File: src/rtl/tri_seq_pkg.sv
// tri_seq_pkg: shared state encoding, vertex offsets and triangle-count clamp
package tri_seq_pkg;
  localparam logic [5:0] ST_IDLE = 6'b000001;
  localparam logic [5:0] ST_WRDY = 6'b000010;
  localparam logic [5:0] ST_V1   = 6'b000100;
  localparam logic [5:0] ST_V2   = 6'b001000;
  localparam logic [5:0] ST_V3   = 6'b010000;
  localparam logic [5:0] ST_WFIN = 6'b100000;
  localparam int VOFF0 = 0;
  localparam int VOFF1 = 1;
  localparam int VOFF2 = 2;
  function automatic int clamp_cnt(input int cnt, input int depth);
    return (cnt == 0 || cnt > depth) ? depth : cnt;
  endfunction
endpackage

File: src/rtl/tri_vertex_table.sv
// tri_vertex_table: vertex register file, one write port and one combinational read port
module tri_vertex_table #(
  parameter int DEPTH = 6,
  parameter int DW    = 6,
  parameter int AW    = 3
) (
  input  logic          clk,
  input  logic          reset,
  input  logic          we_i,
  input  logic [AW-1:0] wr_addr_i,
  input  logic [DW-1:0] wr_data_i,
  input  logic [AW-1:0] rd_addr_i,
  output logic [DW-1:0] rd_data_o
);
  logic [DW-1:0] mem_q [DEPTH];
  // table storage, cleared on reset, addresses beyond the table are ignored
  always_ff @(posedge clk or posedge reset)
    if (reset) for (int i = 0; i < DEPTH; i++) mem_q[i] <= '0;
    else if (we_i && int'(wr_addr_i) < DEPTH) mem_q[wr_addr_i] <= wr_data_i;
  assign rd_data_o = (int'(rd_addr_i) < DEPTH) ? mem_q[rd_addr_i] : '0;
endmodule

File: src/rtl/tri_vertex_sequencer.sv
// tri_vertex_sequencer: plays a programmable triangle table to the rasteriser, paced by busy
module tri_vertex_sequencer
  import tri_seq_pkg::*;
#(
  parameter int COORD_W     = 3,
  parameter int NUM_TRI     = 2,
  parameter int ACK_TIMEOUT = 16,
  parameter int IDX_W       = (NUM_TRI > 1) ? $clog2(NUM_TRI) : 1,
  parameter int AW          = $clog2(3 * NUM_TRI)
) (
  input  logic               clk,
  input  logic               reset,
  input  logic               cfg_we,
  input  logic [AW-1:0]      cfg_addr,
  input  logic [COORD_W-1:0] cfg_x,
  input  logic [COORD_W-1:0] cfg_y,
  input  logic [IDX_W:0]     tri_cnt,
  input  logic               loop_en,
  input  logic               start,
  input  logic               abort,
  input  logic               busy,
  output logic               nt,
  output logic [COORD_W-1:0] xo,
  output logic [COORD_W-1:0] yo,
  output logic [IDX_W-1:0]   tri_idx,
  output logic               running,
  output logic               done,
  output logic               ack_err
);
  localparam int CW = IDX_W + 1;
  localparam int TW = $clog2(ACK_TIMEOUT) + 1;
  logic [5:0] state_q, state_d;
  logic [IDX_W-1:0] idx_q, idx_d;
  logic [CW-1:0] cnt_q, cnt_d;
  logic loop_q, loop_d, seen_q, seen_d, err_q, err_d, done_d;
  logic [TW-1:0] timer_q, timer_d;
  logic nt_q, run_q, done_q;
  logic [COORD_W-1:0] xo_q, yo_q;
  logic [AW-1:0] rd_addr;
  logic [2*COORD_W-1:0] rd_data;
  logic last, fin_exit, in_v;
  assign last = (CW'(idx_q) + CW'(1)) == cnt_q;
  assign fin_exit = state_q == ST_WFIN && !busy && (seen_q || timer_q == TW'(ACK_TIMEOUT - 1));
  assign in_v = state_d == ST_V1 || state_d == ST_V2 || state_d == ST_V3;
  assign rd_addr = AW'(3 * int'(idx_d) + (state_d == ST_V3 ? VOFF2 : state_d == ST_V2 ? VOFF1 : VOFF0));
  tri_vertex_table #(.DEPTH(3 * NUM_TRI), .DW(2 * COORD_W), .AW(AW)) u_table (
    .clk      (clk),
    .reset    (reset),
    .we_i     (cfg_we && state_q == ST_IDLE),
    .wr_addr_i(cfg_addr),
    .wr_data_i({cfg_x, cfg_y}),
    .rd_addr_i(rd_addr),
    .rd_data_o(rd_data)
  );
  // playback sequencing: abort first, then start, vertex stepping and acknowledge wait
  always_comb begin
    state_d = state_q;
    idx_d = idx_q;
    cnt_d = cnt_q;
    loop_d = loop_q;
    timer_d = timer_q;
    seen_d = seen_q;
    err_d = err_q;
    done_d = 1'b0;
    if (abort) begin
      state_d = ST_IDLE;
      idx_d = '0;
    end else if (state_q == ST_IDLE && start) begin
      state_d = ST_WRDY;
      idx_d = '0;
      err_d = 1'b0;
      cnt_d = CW'(clamp_cnt(int'(tri_cnt), NUM_TRI));
      loop_d = loop_en;
    end else if (state_q == ST_WRDY && !busy) state_d = ST_V1;
    else if (state_q == ST_V1) state_d = ST_V2;
    else if (state_q == ST_V2) state_d = ST_V3;
    else if (state_q == ST_V3) begin
      state_d = ST_WFIN;
      timer_d = '0;
      seen_d = 1'b0;
    end else if (state_q == ST_WFIN) begin
      timer_d = timer_q + TW'(1);
      seen_d = seen_q | busy;
      if (fin_exit) begin
        err_d = err_q | !seen_q;
        state_d = (last && !loop_q) ? ST_IDLE : ST_WRDY;
        idx_d = last ? '0 : idx_q + IDX_W'(1);
        done_d = last && !loop_q;
      end
    end
  end
  // control state registers
  always_ff @(posedge clk or posedge reset)
    if (reset) begin
      state_q <= ST_IDLE;
      idx_q <= '0;
      cnt_q <= '0;
      loop_q <= 1'b0;
      timer_q <= '0;
      seen_q <= 1'b0;
      err_q <= 1'b0;
    end else begin
      state_q <= state_d;
      idx_q <= idx_d;
      cnt_q <= cnt_d;
      loop_q <= loop_d;
      timer_q <= timer_d;
      seen_q <= seen_d;
      err_q <= err_d;
    end
  // output registers reflect the state being entered
  always_ff @(posedge clk or posedge reset)
    if (reset) begin
      nt_q <= 1'b0;
      xo_q <= '0;
      yo_q <= '0;
      run_q <= 1'b0;
      done_q <= 1'b0;
    end else begin
      nt_q <= state_d == ST_V1;
      xo_q <= in_v ? rd_data[2*COORD_W-1:COORD_W] : '0;
      yo_q <= in_v ? rd_data[COORD_W-1:0] : '0;
      run_q <= state_d != ST_IDLE;
      done_q <= done_d;
    end
  assign nt = nt_q;
  assign xo = xo_q;
  assign yo = yo_q;
  assign tri_idx = idx_q;
  assign running = run_q;
  assign done = done_q;
  assign ack_err = err_q;
endmodule

File: config.mk
export PLATFORM = sky130hd
export DESIGN_NAME = tri_vertex_sequencer
export DESIGN_NICKNAME = d
export VERILOG_FILES = /design/src/rtl/tri_seq_pkg.sv /design/src/rtl/tri_vertex_table.sv /design/src/rtl/tri_vertex_sequencer.sv
export SDC_FILE = /design/constraint.sdc
export NUM_CORES = 1
export LEC_CHECK = 0
export CAP_MARGIN = 5
export CORE_MARGIN = 3
export CORE_UTILIZATION = 58
export DETAILED_ROUTE_END_ITERATION = 10
export GPL_ROUTABILITY_DRIVEN = 0
export PLACE_DENSITY = 0.91
export SLEW_MARGIN = 5
export SYNTH_ARGS = -nofsm -noshare
export SYNTH_HDL_FRONTEND = slang
export SYNTH_HIERARCHICAL = 1
export SYNTH_SLANG_ARGS = --single-unit
File: constraint.sdc
create_clock -name clk -period 5.04 [get_ports clk]
set_clock_uncertainty 0.15 [all_clocks]
set_input_delay 1.008 -clock clk [delete_from_list [all_inputs] [get_ports clk]]
set_output_delay 1.008 -clock clk [all_outputs]
set_load 0.005 [all_outputs]
Word-level counts from Yosys, hierarchy flattened --
Cells that the tools add are included.
Word-level totals: register bits 62, word-level logic and storage cells 125, output and inout bits 11, bits of input ports 18
Cells by class: equal/unequal tests 16, mux-type cells 49, bitwise logic cells 9, $mul 1, order comparisons 6, reduce and logical (&&, ||, !) cells 22, add/sub/neg operators 4
Operator list (count):
- 6-bit two-way mux | 12
- 36-bit bitwise mux | 1
- 1-bit two-way mux | 27
- 6-bit binary-select mux with 3-bit select | 1
- 6-bit demux with 3-bit select | 1
- 6-bit by 3-bit == test with 1-bit output, second input constant | 2
- 6-bit by 4-bit == test with 1-bit output, second input constant | 2
- 6-bit by 5-bit == test with 1-bit output, second input constant | 2
- 5-bit two-way mux | 2
- 4-bit >= comparator, second input constant | 2
- 1-bit logical AND | 8
- 2-bit != test, second input constant | 4
- 3-bit inverter with 4-bit output | 2
- 7-bit AND reduction | 1
- 6-bit by 1-bit == test with 1-bit output, second input constant | 1
- 6-bit by 2-bit == test with 1-bit output, second input constant | 1
- 6-bit == test, second input constant | 1
- 3-bit < comparator, second input constant | 2
- 2-bit two-way mux | 3
- 3-bit two-way mux | 2
- 6-bit by 1-bit != test with 1-bit output, second input constant | 1
- 6-bit AND reduction | 1
- 2-bit nonzero test | 3
- 5-bit by 1-bit adder with 5-bit output, second input constant | 1
- 14 further kinds | 24

Longest topological paths before layout --
Gate-level depths: netlist of the first run.
word-level depth 22, gate-level depth with buffers 19, mapped depth without buffers 17

By module --
The synthesis of the first run kept the hierarchy.
Modules (own cells, without submodules):
- tri_vertex_table | instances 1, area each 1762.9 µm², seq. area each 900.9 µm², cells each 119
- tri_vertex_sequencer | instances 1, area each 1592.8 µm², seq. area each 651.9 µm², cells each 169

Worst setup path before layout of the first run --
Ideal clock, no wire load.
kind input to register, start in abort, end reg xo_q[0], in the netlist xo[0], stages 14, setup slack 0.868 ns, required time 4.789 ns, data arrival time 3.920 ns, setup time 0.101 ns, path buffers 3, cells stage by stage buf_1 nor3_2 a211oi_1 o311ai_2 or4_1 fa_1 inv_1 buf_2 buf_4 mux2i_1 o32a_1 o21ai_0 nand2_1 o32ai_1
On the way: cells in the longest elaborated chain, start to end 11, elaborated cells on any way between the ends 18, classes of those cells add/sub (1); mul (1); order compare (1); eq/ne (3); mux (9); bitwise (1); reduce/logical (2)
Ends and longest elaborated chain:
- start: declaration | RTL line tri_vertex_sequencer.sv:20 | input logic abort,
- branches (longest 4 deep; another with 2-bit by 1-bit multiplier with 3-bit output)
- 3-bit by 2-bit adder with 3-bit output (*) | RTL line tri_vertex_sequencer.sv:45 | assign rd_addr = AW'(3 * int'(idx_d) + (state_d == ST_V3 ? VOFF2 : state_d == ST_V2 ? VOFF1 : VOFF0));
- net rd_addr[2] | RTL line tri_vertex_sequencer.sv:39 | logic [AW-1:0] rd_addr;
- 3-bit inverter with 4-bit output (implied by the code) | RTL line tri_vertex_table.sv:20 | assign rd_data_o = (int'(rd_addr_i) < DEPTH) ? mem_q[rd_addr_i] : '0;
- 6-bit binary-select mux with 3-bit select | RTL line tri_vertex_table.sv:20
- 6-bit two-way mux (implied by the code) (2 in series) | RTL line tri_vertex_table.sv:20
- 6-bit two-way mux (*) | RTL line tri_vertex_table.sv:20
- net rd_data[3] | RTL line tri_vertex_sequencer.sv:40 | logic [2*COORD_W-1:0] rd_data;
- 3-bit two-way mux (*) | RTL line tri_vertex_sequencer.sv:121 | xo_q <= in_v ? rd_data[2*COORD_W-1:COORD_W] : '0;
- end signal: assignment | RTL line tri_vertex_sequencer.sv:121
- end: declaration | RTL line tri_vertex_sequencer.sv:38 | logic [COORD_W-1:0] xo_q, yo_q;
Mark *: on every way through the listed nets, which the timed path passes. The select of a mux whose other input is x is not followed. A chain may end at the register's enable or synchronous reset.

Worst setup path in the final report of the first run --
start in busy, end reg xo_q[1], in the netlist xo[1]
On the way: cells in the longest elaborated chain, start to end 21, elaborated cells on any way between the ends 36, classes of those cells add/sub (1); mul (1); order compare (1); eq/ne (3); mux (23); bitwise (1); reduce/logical (6)
Ends and longest elaborated chain:
- start: declaration | RTL line tri_vertex_sequencer.sv:21 | input logic busy,
- 1-bit zero test (*) | RTL line tri_vertex_sequencer.sv:43, tri_vertex_sequencer.sv:74
- branches (longest 13 deep; another with 2-bit by 1-bit multiplier with 3-bit output)
- 3-bit by 2-bit adder with 3-bit output (*) | RTL line tri_vertex_sequencer.sv:45
- net rd_addr[2] | RTL line tri_vertex_sequencer.sv:39
- 3-bit inverter with 4-bit output (implied by the code) | RTL line tri_vertex_table.sv:20
- 6-bit binary-select mux with 3-bit select | RTL line tri_vertex_table.sv:20
- 6-bit two-way mux (implied by the code) (2 in series) | RTL line tri_vertex_table.sv:20
- 6-bit two-way mux (*) | RTL line tri_vertex_table.sv:20
- net rd_data[4] | RTL line tri_vertex_sequencer.sv:40
- 3-bit two-way mux (*) | RTL line tri_vertex_sequencer.sv:121
Marks and branches as above.

==> impl_summary.log, run 1 <==
INFO  metric status = finished clean
INFO  metric cts_tree = yes
INFO  metric ys.warnings.count = 6
INFO  metric die_area = between 6000 and 7000 um^2
INFO  metric syn-cell-area = about 3400 um^2
INFO  metric detailroute.via_count = 2414
INFO  metric drtIter0Drc = 83
INFO  metric diodes = 0
INFO  metric worst_skew_pair.late_latency = approximately 0.33 ns
INFO  metric fp-row-count = 27
INFO  metric postSynthNetCount = 310
INFO  metric placement.io_buffers = 28
INFO  metric wl_per_cell = 17.6 um
INFO  metric rsz0062_at_grt = false
INFO  metric starting_density_of_the_core = 0.606
INFO  metric ant_nets = 0
INFO  metric grt_use_met3 = 0.0471
INFO  metric tritoncts.num_buffers = 9
INFO  metric cell_internal_pwr = ~1.0 mW
INFO  metric fp.dieH = 82.1 um
INFO  metric final_hold_viols = 0
INFO  metric timing.critical_path.arrival = around 4.6 ns
INFO  metric setup_viol_count_final = 0
INFO  metric reg2reg_to = xo[1]
INFO  metric fraction_of_final_layout_cells_sized_beyond_drive_strength_1 = 0.224
INFO  metric max-clock-path-buffers = 2
INFO  metric finalWirelength = around 7 mm
INFO  metric use_met2 = 0.392
INFO  metric power-per-cell-area = 352 nW/um^2
INFO  metric total_leakage_power = ~1.6 nW
INFO  metric power.clock.fraction = 0.321
INFO  metric grt_pass1_vias = between 2000 and 2500
INFO  metric synth.top_cell.area_share = 0.455
INFO  metric seq_power_share = 0.487
INFO  metric grt_usage = 0.237
INFO  metric final_period_util = 0.896
INFO  metric register_area = ~1600 um^2
INFO  metric worst-slew-pin-transition = 0.976 ns
INFO  metric root_buffer = clkbuf_8
INFO  metric dr.pass1.iters = 4
INFO  metric synth.distinct_cells = roughly 60
INFO  metric ys_seq_elements = 62
INFO  metric fill_cells = 394
INFO  metric multi_input_comb_area = around 1700 um^2
INFO  metric synth.yosys.seq_area_share = 0.463
INFO  metric synth.largest_area_cell = dfrtp_1
INFO  metric hp-start = u_table/mem_q[12]
INFO  metric placed_cells_incl_taps = about 380
INFO  metric drc = 0
INFO  metric ir_drop = between 200 and 300 uV
INFO  metric fp.coreArea = roughly 5500 um^2
INFO  metric cts.repair_timing.setup_buffer_count = 0
INFO  metric syn_avg_cell_area = 11.7 um^2
INFO  metric reg2reg_setup_slack = between 0.5 and 0.6 ns
INFO  metric critPathKind = in2reg
INFO  metric grt.met1_usage = 0.301
INFO  metric setup.worst_path.start = busy
INFO  metric min_path_type = reg2reg
INFO  metric worst_setup_hold_path_clk_slew = 0.07 ns
INFO  metric max_freq = between 200 and 250 MHz
INFO  metric power_frac_comb = 0.192
INFO  metric layout.cells.non_filler = slightly below 400
INFO  metric globalRouteOverflowTotal = 0
INFO  metric postSynth.topFlopCell = dfrtp_1
INFO  metric num-nets-final = ~340
INFO  metric timing.critical_path.required = between 5 and 6 ns
INFO  metric timing.reg2reg.worst_path_depth = 12
INFO  metric grt_max_degree = 37
INFO  metric timing.rr.start = state_q[5]
INFO  metric whs = between 0.3 and 0.4 ns
INFO  metric timing.critical_path.from_type = input port
INFO  metric post_cts.resized_instances = 0
INFO  metric grt_most_used_layer = met2
INFO  metric cp-end-kind = register
INFO  metric hpwl_dp = 4.92 mm
INFO  metric min_to = u_table/mem_q[12]
INFO  metric setup_tns_final = 0 ns
INFO  metric number_of_hold_buffers_added_after_cts = 0
INFO  metric cts.sink_count = 62
INFO  metric fin_util = 0.700
INFO  metric cts_htree_levels = 3
INFO  metric finalCriticalPeriod = 4.52 ns
INFO  metric route.detailed.vias_per_inst = between 6 and 7
INFO  metric synthTopCellsByArea = dfrtp_1 (45%), mux2_2 (10%), mux2i_1 (6.3%)
INFO  metric min_path_cells = 1
INFO  metric timing.final.max_slew_violations = 0
INFO  metric maxCapViolations = 0
INFO  metric net-switching-power = ~0.36 mW
INFO  metric grt_pass1_wl = about 12 mm
INFO  metric io_pins = 29
INFO  metric number_of_enable_flip_flop_cells_after_synthesis = 0
INFO  metric die_w = about 82 um
INFO  metric grt_antenna_before_repair = 0
INFO  metric max_slew_margin = 0.348
INFO  metric async_flop_share = 1.00
INFO  metric syn2layout_area_growth = 15.6%
INFO  metric power_switching_share = 0.265
INFO  metric synth_cells = around 290
INFO  metric crit_path_max_fanout = 10
final cells by class:
type                    instances  share of cell area
well taps                      72              0.0232
repair buffers                 36              0.0877
multi-input cells             196               0.426
flip-flops and latches         62               0.400
clock inverters                 4              0.0116
inverters                      12              0.0116
clock buffers                  12              0.0400
metal layers:
metal  vias to the layer above  part of all wire  routed length, um
li1                       1133                 -                  -
met1                      1210              0.44               3010
met2                        60              0.51               3550
met3                        11             0.036                249
met4                         0             0.016                108
met5                         -                 0                  0
per-stage QoR:
step | total power, mW | cell area, um^2 | setup WS [ns]
2_1_floorplan | 0.847 | 3360 | 0.868
3_3_place_gp | 0.910 | 3680 | 0.252
3_5_place_dp | 0.930 | 3680 | 0.221
4_1_cts | 1.37 | 3880 | 0.559
5_1_grt | 1.43 | 3880 | 0.207
6_report | 1.37 | 3880 | 0.523
flip-flops by register name, summed over array words and instances (netlist names), 2 cells and up:
| signal | count |
|---|---|
| timer_q | 5 |
| xo | 3 |
| u_table/mem_q | 36 |
| state_q | 6 |
| yo | 3 |
| cnt_q | 2 |
placed cells by master (no fill, tap or decap), drive strengths merged, types with 3 or more instances in the layout:
cell type,n
a21oi,6
clkbuf,12
inv,12
ha,3
nor4,4
dfrtp,61
mux2i,21
o21ai,12
clkinv,3
and3,4
clkdlybuf4s50,28
a22o,5
nor3,5
nor2,12
mux2,37
nand3,9
nor2b,5
o32a,6
or4,4
nand2,14
buf,8
a31oi,3
nand2b,4
o21a,3
o32ai,6
cell usage after synthesis, drive strengths merged (2+ instances only):
cell type  count
mux2          37
nor2          12
or3            2
a31oi          3
nor4           4
nand2         14
o41ai          2
nand3          9
and3           4
a21oi          6
a21boi         2
o32ai          6
nor2b          5
o21a           3
o32a           6
nand2b         4
mux2i         21
clkbuf         7
o21ai         12
inv           12
and4bb         2
nor3           5
xor2           2
buf           11
or4            4
nand3b         2
a22o           5
ha             3
nand4b         2
dfrtp         61
nand4          2
nor4b          2
cells by family (layout without fill, tap and decap cells):
kind of cell | Yosys count | in the layout | synth area share
adders and majority gates | 4 | 4 | 0.0172
and+or+nand+nor | 76 | 76 | 0.147
xor gates and xnor gates | 2 | 2 | 0.00522
DFF | 62 | 62 | 0.463
AOI/OAI and AO/OA | 56 | 56 | 0.129
muxes | 58 | 58 | 0.194
buffers and inverters | 30 | 64 | 0.0451
critical path: stages:
cell and delay [ns]:
clkdlybuf4s50_1 0.50, o21bai_1 0.19, nor4b_4 0.13, a211oi_1 0.44
o311ai_2 0.17, or4_1 0.45, fa_1 0.39, inv_1 0.35
mux2i_1 0.16, o32a_1 0.31, o21ai_0 0.11, nand2_1 0.11
o32ai_1 0.26
power groups by stage:
stage	logic (mW)	clock network (mW)	registers [mW]
floorplan	0.203	0	0.645
global placement	0.246	0	0.664
detailed placement	0.259	0	0.671
CTS	0.262	0.446	0.663
global route	0.287	0.468	0.678
finish	0.262	0.439	0.665
how the worst max path moves through the flow:
stage / end / slack (ns) / cells after the start
floorplan: xo[0] / 0.87 / 14
global placement: yo[2] / 0.25 / 14
detailed placement: xo[1] / 0.22 / 13
CTS: xo[1] / 0.56 / 13
global route: yo[2] / 0.21 / 12
finish: xo[1] / 0.52 / 13
No activity file was read; power rests on OpenSTA's default activity.
==> inputs of run 2 (changes only) <==
==> constraint.sdc (replaced) <==
create_clock -name clk -period 4.5 [get_ports clk]
set_clock_uncertainty 0.15 [all_clocks]
set_input_delay 0.9 -clock clk [delete_from_list [all_inputs] [get_ports clk]]
set_output_delay 0.9 -clock clk [all_outputs]
set_load 0.005 [all_outputs]
==> impl_summary.log, run 2 (same netlist as run 1, synthesis figures left out) <==
INFO  metric final_period_util = 0.955
INFO  metric tritoncts.num_buffers = 9 (unchanged)
INFO  metric power_frac_comb = 0.204 (was 0.192)
INFO  metric power_switching_share = 0.275 (was 0.265)
INFO  metric cts_tree = yes (unchanged)
INFO  metric cp-end-kind = register (unchanged)
INFO  metric maxCapViolations = 0 (unchanged)
INFO  metric timing.final.max_slew_violations = 0 (unchanged)
INFO  metric cell_internal_pwr = 1.06 mW (was 1.00 mW)
INFO  metric multi_input_comb_area = 1660 um^2 (was 1650 um^2)
INFO  metric cts.repair_timing.setup_buffer_count = 0 (unchanged)
INFO  metric regMostFlops = u_table/mem_q (unchanged)
INFO  metric reg2reg_setup_slack = 0.20 ns (was 0.58 ns)
INFO  metric total_leakage_power = 1.64 nW (was 1.62 nW)
INFO  metric crit_path_max_fanout = 8 (was 10)
INFO  metric detailroute.via_count = 2441 (was 2414)
INFO  metric status = finished clean (unchanged)
INFO  metric io_pins = 29 (unchanged)
INFO  metric timing.critical_path.required = 4.58 ns (was 5.12 ns)
INFO  metric globalRouteOverflowTotal = 0 (unchanged)
INFO  metric net-switching-power = 0.400 mW (was 0.361 mW)
INFO  metric worst-slew-pin-transition = 0.993 ns (was 0.976 ns)
INFO  metric ir_drop = 304 uV (was 256 uV)
INFO  metric diodes = 0 (unchanged)
INFO  metric register_area = 1550 um^2 (unchanged)
INFO  metric timing.critical_path.from_type = register (was input port)
INFO  metric fp.coreArea = 5540 um^2 (unchanged)
INFO  metric placement.io_buffers = 28 (unchanged)
INFO  metric fin_util = 0.706 (was 0.700)
INFO  metric syn2layout_area_growth = 16.5% (was 15.6%)
INFO  metric drc = 0 (unchanged)
INFO  metric max_slew_margin = 0.337 (was 0.348)
INFO  metric finalCriticalPeriod = about 4.3 ns
INFO  metric route.detailed.vias_per_inst = 6.10 (was 6.13)
INFO  metric ant_nets = 0 (unchanged)
INFO  metric max_freq = 233 MHz
INFO  metric grt_pass1_vias = 2449 (was 2376)
INFO  metric grt_pass1_wl = 11.7 mm (was 11.8 mm)
INFO  metric critPathKind = reg2reg (was in2reg)
INFO  metric power.clock.fraction = 0.286 (was 0.321)
INFO  metric grt_antenna_before_repair = 0 (unchanged)
INFO  metric die_w = 82.1 um (unchanged)
INFO  metric max-clock-path-buffers = 2 (unchanged)
INFO  metric timing.critical_path.arrival = 4.38 ns (was 4.60 ns)
INFO  metric worst_setup_hold_path_clk_slew = 0.07 ns (about the same)
INFO  metric fraction_of_final_layout_cells_sized_beyond_drive_strength_1 = 0.241 (was 0.224)
INFO  metric top_flop_regs = u_table/mem_q: 36 flops, state_q: 6 flops, timer_q: 5 flops (unchanged)
INFO  metric starting_density_of_the_core = 0.606 (unchanged)
INFO  metric placed_area = 3740 um^2 (was 3680 um^2)
INFO  metric setup_tns_final = 0 ns (unchanged)
INFO  metric power-per-cell-area = 372 nW/um^2 (was 352 nW/um^2)
INFO  metric final_hold_viols = 0 (unchanged)
INFO  metric layout_common_cells = dfrtp_1 (61), mux2_2 (30), clkdlybuf4s50_1 (28) (unchanged)
INFO  metric hpwl_dp = 5.03 mm (was 4.92 mm)
INFO  metric num-nets-final = 345 (was 339)
INFO  metric grt_usage = 0.232 (was 0.237)
INFO  metric fill_cells = 396 (was 394)
INFO  metric drtIter0Drc = 205 (was 83)
INFO  metric grt_max_degree = 37 (unchanged)
INFO  metric seq_power_share = 0.510 (was 0.487)
INFO  metric fp.dieH = 82.1 um (unchanged)
INFO  metric rsz0062_at_grt = false (unchanged)
INFO  metric cts.sink_count = 62 (unchanged)
INFO  metric final_common_cell = dfrtp_1 (unchanged)
INFO  metric wl_per_cell = 17.3 um (was 17.6 um)
INFO  metric worst_skew_pair.late_latency = 0.33 ns (about the same)
INFO  metric largest_register_ff_count = 36 (unchanged)
INFO  metric dr.pass1.iters = 4 (unchanged)
INFO  metric finalPower = 1.46 mW (was 1.37 mW)
INFO  metric cts_htree_levels = 3 (unchanged)
INFO  metric fp-row-count = 27 (unchanged)
INFO  metric setup_viol_count_final = 0 (unchanged)
INFO  metric root_buffer = clkbuf_8 (unchanged)
INFO  metric finalWirelength = 6.93 mm (was 6.92 mm)
INFO  metric die_area = 6730 um^2 (unchanged)
INFO  metric stdcell_area = 3910 um^2 (was 3880 um^2)
INFO  metric min_path_type = reg2reg (unchanged)
-- run 2: timing repair --
action                     4_1_cts  5_1_grt
resized for setup                0        1
setup endpoints to repair        0        4
hold buffers                     0        0
-- run 2: power by group through the flow --
stage | Clock (mW) | Sequential, mW | Combinational (mW)
2_1_floorplan | 0 | 0.722 | 0.227
3_3_place_gp | 0 | 0.745 | 0.279
3_5_place_dp | 0 | 0.752 | 0.294
4_1_cts | 0.424 | 0.743 | 0.298
5_1_grt | 0.447 | 0.758 | 0.329
6_report | 0.416 | 0.742 | 0.297
-- run 2: through the flow --
step	hold slack, ns	instances	worst slack [ns]
6_report	0.355	400	0.202
5_1_grt	0.370	400	0.0248
4_1_cts	0.359	400	0.200
3_5_place_dp	0.345	384	-0.0144
3_3_place_gp	0.331	384	-0.0220
2_1_floorplan	0.328	288	0.436
-- run 2: final cells by class --
cell class              count  share of cell area
inverters                  12              0.0115
clock buffers              11              0.0362
flip-flops and latches     62               0.397
multi-input cells         196               0.424
well taps                  72              0.0230
clock inverters             5             0.00640
repair buffers             42               0.102
-- run 2: path summary, 6_finish.rpt --
check | startpoint | end | depth (start not counted)
worst min-delay path | ack_err | ack_err | 2
worst max-delay path | timer_q[0] | yo[1] | 16
max in group asynchronous | reset | ack_err | 2
min in group asynchronous | reset | u_table/mem_q[28] | 3
worst max register to register | timer_q[0] | yo[1] | 16
worst min register to register | ack_err | ack_err | 2
-- run 2: worst max-delay path: stages (launching register included) --
cell and delay [ns]:
dfrtp_1 0.44, ha_1 0.25, and3_1 0.19, ha_1 0.19, o21bai_1 0.26, nor4b_4 0.10
buf_4 0.18, a311oi_4 0.31, inv_2 0.06, or4_1 0.51, fa_1 0.46, inv_1 0.22
nand2b_1 0.20, o32a_1 0.21, o21ai_0 0.12, nand2_1 0.09, o32ai_1 0.26
-- run 2: per-layer routing --
metal	track usage	up-vias	wire length, um	part of all wire
met2	0.395	64	3580	0.52
met1	0.294	1221	2970	0.43
met3	0.0395	14	280	0.040
met4	0.0897	0	102	0.015
met5	0	-	0	0
li1	-	1142	-	-
